### src/rtl/alu_share_arbiter.sv
// alu_share_arbiter: round-robin share of one combinational ALU between two valid/ready requesters.
// The ALU result is captured into a one-entry response register tagged with the winning port.
module alu_share_arbiter #(
  parameter int                DATA_W  = 32,
  parameter int                OP_W    = 5,
  parameter logic [OP_W-1:0]   IDLE_OP = 5'd31
) (
  input  logic              clk,
  input  logic              rst_n,
  input  logic              req0_valid,
  output logic              req0_ready,
  input  logic [DATA_W-1:0] req0_in1,
  input  logic [DATA_W-1:0] req0_in2,
  input  logic [OP_W-1:0]   req0_op,
  input  logic              req1_valid,
  output logic              req1_ready,
  input  logic [DATA_W-1:0] req1_in1,
  input  logic [DATA_W-1:0] req1_in2,
  input  logic [OP_W-1:0]   req1_op,
  output logic [DATA_W-1:0] alu_in1,
  output logic [DATA_W-1:0] alu_in2,
  output logic [OP_W-1:0]   alu_op,
  input  logic [DATA_W-1:0] alu_out,
  input  logic              alu_zero,
  output logic              rsp_valid,
  input  logic              rsp_ready,
  output logic [DATA_W-1:0] rsp_out,
  output logic              rsp_zero,
  output logic              rsp_id
);
  logic              last_q, last_d;
  logic              vld_q, vld_d;
  logic [DATA_W-1:0] out_q, out_d;
  logic              zero_q, zero_d;
  logic              id_q, id_d;
  logic              gnt_any, gnt, can_accept, xfer;
  always_comb begin
    gnt_any    = req0_valid || req1_valid;
    // Under contention the port that did not win last time goes first.
    gnt        = (req0_valid && req1_valid) ? ~last_q : req1_valid;
    can_accept = !vld_q || rsp_ready;
    xfer       = can_accept && gnt_any;
    req0_ready = can_accept && gnt_any && !gnt;
    req1_ready = can_accept && gnt_any && gnt;
    alu_in1    = !gnt_any ? '0 : gnt ? req1_in1 : req0_in1;
    alu_in2    = !gnt_any ? '0 : gnt ? req1_in2 : req0_in2;
    alu_op     = !gnt_any ? IDLE_OP : gnt ? req1_op : req0_op;
    last_d     = xfer ? gnt : last_q;
    vld_d      = xfer || (vld_q && !rsp_ready);
    out_d      = xfer ? alu_out : out_q;
    zero_d     = xfer ? alu_zero : zero_q;
    id_d       = xfer ? gnt : id_q;
  end
  always_ff @(posedge clk or negedge rst_n) begin
    if (!rst_n) begin
      last_q <= 1'b1;
      vld_q  <= 1'b0;
      out_q  <= '0;
      zero_q <= 1'b0;
      id_q   <= 1'b0;
    end else begin
      last_q <= last_d;
      vld_q  <= vld_d;
      out_q  <= out_d;
      zero_q <= zero_d;
      id_q   <= id_d;
    end
  end
  assign rsp_valid = vld_q;
  assign rsp_out   = out_q;
  assign rsp_zero  = zero_q;
  assign rsp_id    = id_q;
endmodule

### config.mk
export PLATFORM = sky130hd
export DESIGN_NAME = alu_share_arbiter
export DESIGN_NICKNAME = d
export VERILOG_FILES = /design/src/rtl/alu_share_arbiter.sv
export SDC_FILE = /design/constraint.sdc
export NUM_CORES = 1
export LEC_CHECK = 0
export ABC_AREA = 1
export CAP_MARGIN = 40
export CORE_AREA = 2 2 109 111
export CTS_CLUSTER_SIZE = 14
export DETAILED_ROUTE_END_ITERATION = 6
export DIE_AREA = 0 0 111 113
export HOLD_SLACK_MARGIN = 0.03
export PLACE_DENSITY = 0.75
export SLEW_MARGIN = 40
export SYNTH_ARGS = -nofsm -noshare
export SYNTH_HDL_FRONTEND = slang
export SYNTH_SLANG_ARGS = --single-unit
### constraint.sdc
create_clock -name clk -period 1.25 [get_ports clk]
set_clock_uncertainty 0.1 [all_clocks]
set_input_delay 0.125 -clock clk [delete_from_list [all_inputs] [get_ports clk]]
set_output_delay 0.125 -clock clk [all_outputs]
set_load 0.01 [all_outputs]
After elaboration in Yosys (flattened, before gate mapping)
Cells that the tools add are included.
{ "totals": {"regBits": 36, "latch_bits": 0, "mem_bits_rw": 0, "romBits": 0, "inputBits": 176, "out_inout_bits": 106, "elab_cells": 24, "n_memories": 0} }
{ "classes": {"n_addsub": 0, "n_mul": 0, "div_mod_pow": 0, "n_lt_le_gt_ge": 0, "n_eq_ne": 0, "n_shift": 0, "mux": 7, "bitwise_logic": 1, "reduce_logical": 11} }
{ "ops": {"columns": ["cell", "n"], "rows": [
  ["32-bit two-way mux", 4],
  ["5-bit two-way mux", 2],
  ["1-bit logical AND", 5],
  ["1-bit zero test", 3],
  ["1-bit logical OR", 3],
  ["1-bit two-way mux", 1],
  ["1-bit inverter", 1]
]} }

Depth between registers and ports, before layout
Gate-level depths: netlist of run 1.
{ "logic_depth": {"depth_word": 4, "depth_mapped": 7, "depth_no_buf": 5} }

Least setup slack after synthesis of run 1
Ideal clock, no wire load.
{ "synth_path": {"path_kind": "reg2out", "from": "register last_q", "to": "output req0_ready", "t_arrival_ns": 1.103, "required_ns": 1.025, "path_slack_ns": -0.078, "stages_incl_launch_ff": 6, "path_buffers": 1, "cell_sequence": "dfstp_2 > nand2_2 > nand2_2 > buf_2 > inv_1 > nor2_1"} }
{ "synth_via": {"elab_chain_cells": 4} }
{ "synth_lines": {"columns": ["item", "line_no", "text"], "rows": [
  ["start: declaration", "31", "logic last_q, last_d;"],
  ["start signal: assignment", "62", "last_q <= last_d;"],
  ["1-bit inverter", "40", "gnt = (req0_valid && req1_valid) ? ~last_q : req1_valid;"],
  ["1-bit two-way mux", "40", null],
  ["1-bit zero test", "43", "req0_ready = can_accept && gnt_any && !gnt;"],
  ["1-bit logical AND", "43", null],
  ["end: declaration", "11", "output logic req0_ready,"]
]} }
Every way passes these cells.

Worst setup path after layout of run 1
{ "layout_path": {"from": "register last_q", "to": "output alu_op[2]"} }
{ "layout_via": {"elab_chain_cells": 4} }
{ "layout_lines": {"columns": ["item", "line_no", "text"], "rows": [
  ["1-bit inverter", "40", null],
  ["1-bit two-way mux", "40", null],
  ["5-bit two-way mux (2 in series)", "47", "alu_op = !gnt_any ? IDLE_OP : gnt ? req1_op : req0_op;"],
  ["end: declaration", "22", "output logic [OP_W-1:0] alu_op,"]
]} }
Every way passes these cells.

==> metrics.cfg, run 1 <==
[sta]
maxSlewHeadroom_pct=77.3
tns_ps=-37250
whs_ps=192
hold_viol_final=0
worst_pin_slew_ps=341
finalCritPeriodShare_pct=148
fin_crit_ps=1850
fin_ws_ps=-601
drv_slew=0
max_freq_mhz=540
finalSetupViolCount=73
rsz0062_at_grt=yes

[clock_tree]
cts_max_level=2
cts_tree=built
cts_buffers=5
path_clk_slew_ps=50
cts-root-buf=clkbuf_16
clkSinkCount=36
clockBufferDepth=2
insertion_delay_ps=270

[finish]
n_antenna_cell=0
final_cells=834
area_growth_pct=141
nets=867
final_core_util_pct=54.6
drive_gt1_share_pct=26.8

[logic_synthesis]
synth_nets=574
synth_seq_area_share_pct=35.3
syn_area_um2=2560
synth_area_per_cell_um2=6.43
ys_seq_elements=36
synth.distinct_cells=14
syn_inst=398
yosys_warnings=0

[detailed_routing]
first_pass_iters=4
wl_per_cell_um=17.4
drc_errors=0
drt_iter0_drc=287
via_count=3993
ant_nets=0
routed_wl_um=14500
via_per_inst=4.79

[outcome]
status=complete, but fails checks
violations=setup timing

[placed_design]
portBuffers=281
dp_cells=810
place_ws_ps=-713
dp_hpwl_um=10400
gp_congestion=0.907

[critical_path]
worstReg2RegStart=last_q$_DFFE_PN1N_
critPathKind=flip-flop to output port
crit_fanout=6
worstPathArrival_ps=1630
worstSetupEndpoint=alu_op[2]
required_ps=1020
reg2reg_depth=5
start_kind=flip-flop
r2r_end=rsp_id$_DFFE_PN0N_
r2r_slack_ps=-110
critical_path.endpoint_type=output port
startpoint=last_q$_DFFE_PN1N_

[floorplan]
die_h_um=113
die_area_um2=12500
die_w_um=111
row_count=39
coreArea_um2=11300
ios=282
start_util_pct=22.7

[global_route]
grt_antenna_before_repair=0
grt_start_max_net_pins=55
grt_pass1_wl_um=22000
grt_pass1_vias=4114
grt_usage_pct=22.0
grt-ovfl-total=0

[worst_hold_path]
hp-class=primary input to asynchronous set/reset pin

[pwr]
power.density_nw_per_um2=835
vdd_drop_max_uv=633
p_leak_nw=3.07

[flow_run]
drv_cap=0

power breakdown:
part / internal, mW / switching (mW) / leakage, nW
clock: 0.834 / 0.405 / 0.0760
sequential: 1.32 / 0.0798 / 0.435
combinational: 1.38 / 1.13 / 2.56
total: 3.53 / 1.61 / 3.07
cells in the final DEF (no fill, tap or decap):
| master | netlist | routed |
|---|---|---|
| buf_8 | 0 | 2 |
| clkbuf_8 | 0 | 2 |
| buf_4 | 3 | 18 |
| inv_2 | 1 | 1 |
| nand2_1 | 139 | 121 |
| nand2_2 | 3 | 17 |
| nand2_8 | 0 | 1 |
| nand3_1 | 173 | 138 |
| nand2_4 | 2 | 5 |
| inv_1 | 4 | 4 |
| nand3_4 | 0 | 4 |
| dlygate4sd3_1 | 0 | 1 |
| dlygate4sd2_1 | 0 | 35 |
| buf_12 | 0 | 14 |
| clkdlybuf4s50_1 | 0 | 172 |
| nor2_2 | 0 | 1 |
| nand3_2 | 0 | 31 |
| buf_2 | 20 | 49 |
| clkbuf_16 | 0 | 5 |
| buf_16 | 0 | 5 |
| dfstp_2 | 1 | 1 |
| buf_6 | 3 | 29 |
| dfrtp_1 | 35 | 35 |
synth_stat cells, drive strengths merged:
library cell    n  share of area (%)
nor2            1               0.15
buf            30                6.7
nand3         173                 34
clkbuf          9                1.3
dfrtp          35                 34
inv             5               0.73
dfstp           1                1.0
nand2         144                 22
state kept, by name, summed over array words and instances, names as in the netlist:
| register | flops |
|---|---|
| rsp_id | 1 |
| rsp_out | 32 |
| last_q | 1 |
| rsp_zero | 1 |
| rsp_valid | 1 |
metal layers:
metal  vias to the layer above  track usage (%)  share of wire, %
met2                       205             39.5                50
met3                        26             4.87               7.6
li1                       1915                -                 -
met4                         0             7.08               2.3
met1                      1847             26.4                40
met5                         -                0                 0
area by class of cell:
| type | instances | area (um2) |
|---|---|---|
| fillers | 1065 | 5110 |
| repair buffers | 325 | 3190 |
| multi-input cells | 318 | 1710 |
| flip-flops and latches | 36 | 902 |
| well taps | 143 | 179 |
| clock buffers | 7 | 153 |
| inverters | 5 | 18.8 |
per-stage QoR:
step | power [mW] | area [um2]
global route | 5.44 | 6160
global placement | 3.74 | 5600
CTS | 5.14 | 5990
finish | 5.14 | 6160
floorplan | 2.23 | 2560
detailed placement | 3.77 | 5600
critical path, cell delays in order (launching register included):
cell	delay, ps
dfstp_2	560
nand2_4	90
nand2_8	80
buf_6	110
buf_6	120
buf_16	120
nand2_2	60
nand3_2	100
buf_6	110
worst min path at each step:
stage           from                      end  slack, ps
3_3_place_gp   rst_n  rsp_out[21]$_DFFE_PN0N_        -50
2_1_floorplan  rst_n       rsp_id$_DFFE_PN0N_       -270
4_1_cts        rst_n  rsp_out[18]$_DFFE_PN0N_        200
6_report       rst_n  rsp_out[18]$_DFFE_PN0N_        190
5_1_grt        rst_n  rsp_out[18]$_DFFE_PN0N_        220
3_5_place_dp   rst_n  rsp_out[19]$_DFFE_PN0N_        -50
kinds of logic (layout without fill, tap and decap cells):
| kind of cell | Yosys count | in the layout | synth area share (%) |
|---|---|---|---|
| AND/OR/NAND/NOR | 318 | 318 | 56.0 |
| buffers and inverters | 44 | 337 | 8.75 |
| flip-flops | 36 | 36 | 35.3 |
what timing repair did:
action | in CTS | in global routing
gates resized for setup | 376 | 61
cloned | 9 | 0
pin swaps | 12 | 32
setup endpoints to repair | 141 | 106
setup buffers | 11 | 2
hold buffers | 1 | 0
endpoints found under the hold margin | 35 | 0
No activity file was read; power rests on OpenSTA's default activity.
==> run 2: changes to the inputs <==
Settings changed: CTS_BUF_LIST from default to sky130_fd_sc_hd__clkbuf_8, PLACE_DENSITY 0.75 to 0.73, SLEW_MARGIN 40 to 10.
Clock period 1.25 ns to 2.2 ns, I/O delays scaled along.
==> metrics.cfg, run 2 (synthesis results as in run 1) <==
[floorplan]
start_util_pct=22.7  ; unchanged
die_h_um=113  ; unchanged
die_w_um=111  ; unchanged
coreArea_um2=11300  ; unchanged
die_area_um2=12500  ; unchanged
ios=282  ; unchanged
row_count=39  ; unchanged

[finish]
register_area_um2=902  ; unchanged
final_common_cell=clkdlybuf4s50_1
nets=837  ; -3.5%
area_growth_pct=119
largest_reg_flops=32  ; unchanged
multi_input_area_um2=1440  ; -16%
nFillCells=1126  ; +5.7%
final_core_util_pct=49.8  ; -4.8 points
final_cell_mix=208 x clkdlybuf4s50_1, 173 x nand3_1, 139 x nand2_1
drive_gt1_share_pct=4.68  ; -22 points
design_area_um2=5610  ; -8.9%
final_cells=806  ; -3.4%

[sta]
fin_ws_ps=89.5  ; +690 ps
hold_viol_final=0  ; unchanged
worst_pin_slew_ps=789  ; +448 ps
max_freq_mhz=474
fin_crit_ps=2110
finalCritPeriodShare_pct=95.9
finalSetupViolCount=0  ; -100%
maxSlewHeadroom_pct=47.4  ; -30 points
drv_slew=0  ; unchanged

[detailed_routing]
drc_errors=0  ; unchanged
first_pass_iters=4  ; unchanged
via_count=3847  ; -3.7%
routed_wl_um=13600  ; -6.1%
wl_per_cell_um=16.9  ; -2.8%
via_per_inst=4.77  ; -0.31%
drt_iter0_drc=267  ; -7.0%
ant_nets=0  ; unchanged

[global_route]
grt_start_max_net_pins=71  ; +29%
grt_busiest_layer=met2
grt-ovfl-total=0  ; unchanged
grt_usage_pct=20.1  ; -1.9 points
use_met2_pct=36.2  ; -3.3 points
met3_usage_pct=6.32  ; +1.4 points
grt_pass1_vias=3920  ; -4.7%
grt_antenna_before_repair=1  ; +1
grtUsageMet1_pct=22.6  ; -3.8 points
grt_pass1_wl_um=20500  ; -7.1%

[critical_path]
path_cells=nand2_4, buf_12, nand3_1, inv_1, clkdlybuf4s50_1
cpPeakStageDelay_ps=570  ; about the same
critical_path_buf_inv_count=3  ; -1
required_ps=1880  ; +860 ps
r2r_slack_ps=920  ; +1030 ps
crit_fanout=18  ; +12
crit_path_top_delay_cell=dfstp_2
worstPathArrival_ps=1790  ; +160 ps
critPathKind=flip-flop to output port
start_kind=flip-flop
cp_top_family=buffers and inverters
critical_path.endpoint_type=output port

[pwr]
power_mw=2.61  ; -49%
p_leak_nw=2.83  ; -7.9%
power.density_nw_per_um2=465  ; -44%
vdd_drop_max_uv=334  ; -47%

[clock_tree]
clockBufferDepth=2  ; unchanged
insertion_delay_ps=280  ; about the same
cts_tree=built
clkSinkCount=36  ; unchanged
path_clk_slew_ps=70  ; +20 ps
cts_buffers=5  ; unchanged
cts_max_level=2  ; unchanged
cts-root-buf=clkbuf_8

[placed_design]
dp_hpwl_um=9970  ; -4.4%
place_ws_ps=-5.17  ; +708 ps
gp_congestion=0.973  ; +7.3%
place_area_um2=5420  ; -3.1%
dp_cells=792  ; -2.2%
portBuffers=281  ; unchanged

[outcome]
status=finished clean

[worst_hold_path]
hp-class=primary input to flip-flop

[flow_run]
drv_cap=0  ; unchanged

-- run 2: changes by cell type in the layout (fill, tap and decap cells not counted), sizes merged, moves of 3 or more --
cell,previous run,this run
buf,117,14
clkdlybuf4s15,0,3
clkdlybuf4s50,172,208
dlygate4sd2,35,62
dlymetal6s2s,0,5
-- run 2: path summary, 6_finish.rpt --
kind / start / to / cells after the start
worst min register to register: rsp_out[16]$_DFFE_PN0N_ / rsp_out[16]$_DFFE_PN0N_ / 2
min in group asynchronous: rst_n / rsp_valid$_DFF_PN0_ / 2
worst min-delay path: req1_valid / rsp_valid$_DFF_PN0_ / 3
max in group asynchronous: rst_n / rsp_out[28]$_DFFE_PN0N_ / 2
worst max register to register: rsp_valid$_DFF_PN0_ / rsp_out[1]$_DFFE_PN0N_ / 4
worst max-delay path: last_q$_DFFE_PN1N_ / req1_ready / 5
-- run 2: timing repair --
| item | CTS | global route |
|---|---|---|
| cloned | 1 | 2 |
| endpoints found under the setup margin | 71 | 6 |
| resized for setup | 73 | 9 |
| pin swaps | 1 | 1 |
| hold endpoints to repair | 35 | 0 |
| hold buffers | 1 | 0 |
| setup buffers | 1 | 0 |
-- run 2: metrics by stage --
stage	hold WS (ps)	TNS (ps)
finish	196	0
global route	207	-4.13
CTS	200	-225
detailed placement	249	-5.17
global placement	244	0
floorplan	-176	0
-- run 2: worst register-to-register path, cell delays in order (launching register included) --
cell,delay [ps]
dfrtp_1,390
nand2_2,130
buf_4,350
nand3_1,140
nand2_1,100
-- run 2: metal layers --
layer	up-vias	wire (um)
met2	191	6790
met5	-	0
met1	1773	5140
met4	0	433
li1	1855	-
met3	28	1260
-- run 2: area by class of cell --
class                           instances  area share [%]
Tap cell                              143            3.19
Clock inverter                          3           0.758
Antenna cell                            1          0.0446
Sequential cell                        36            16.1
Inverter                                5           0.334
Timing Repair Buffer                  295            52.7
Clock buffer                            5            1.23
Multi-Input combinational cell        318            25.7
-- run 2: power by group --
group          leakage, nW  total [mW]  internal (mW)  switching (mW)
clock network       0.0541       0.560          0.335           0.225
registers            0.435       0.795          0.749          0.0469
logic                 2.34        1.26          0.702           0.555
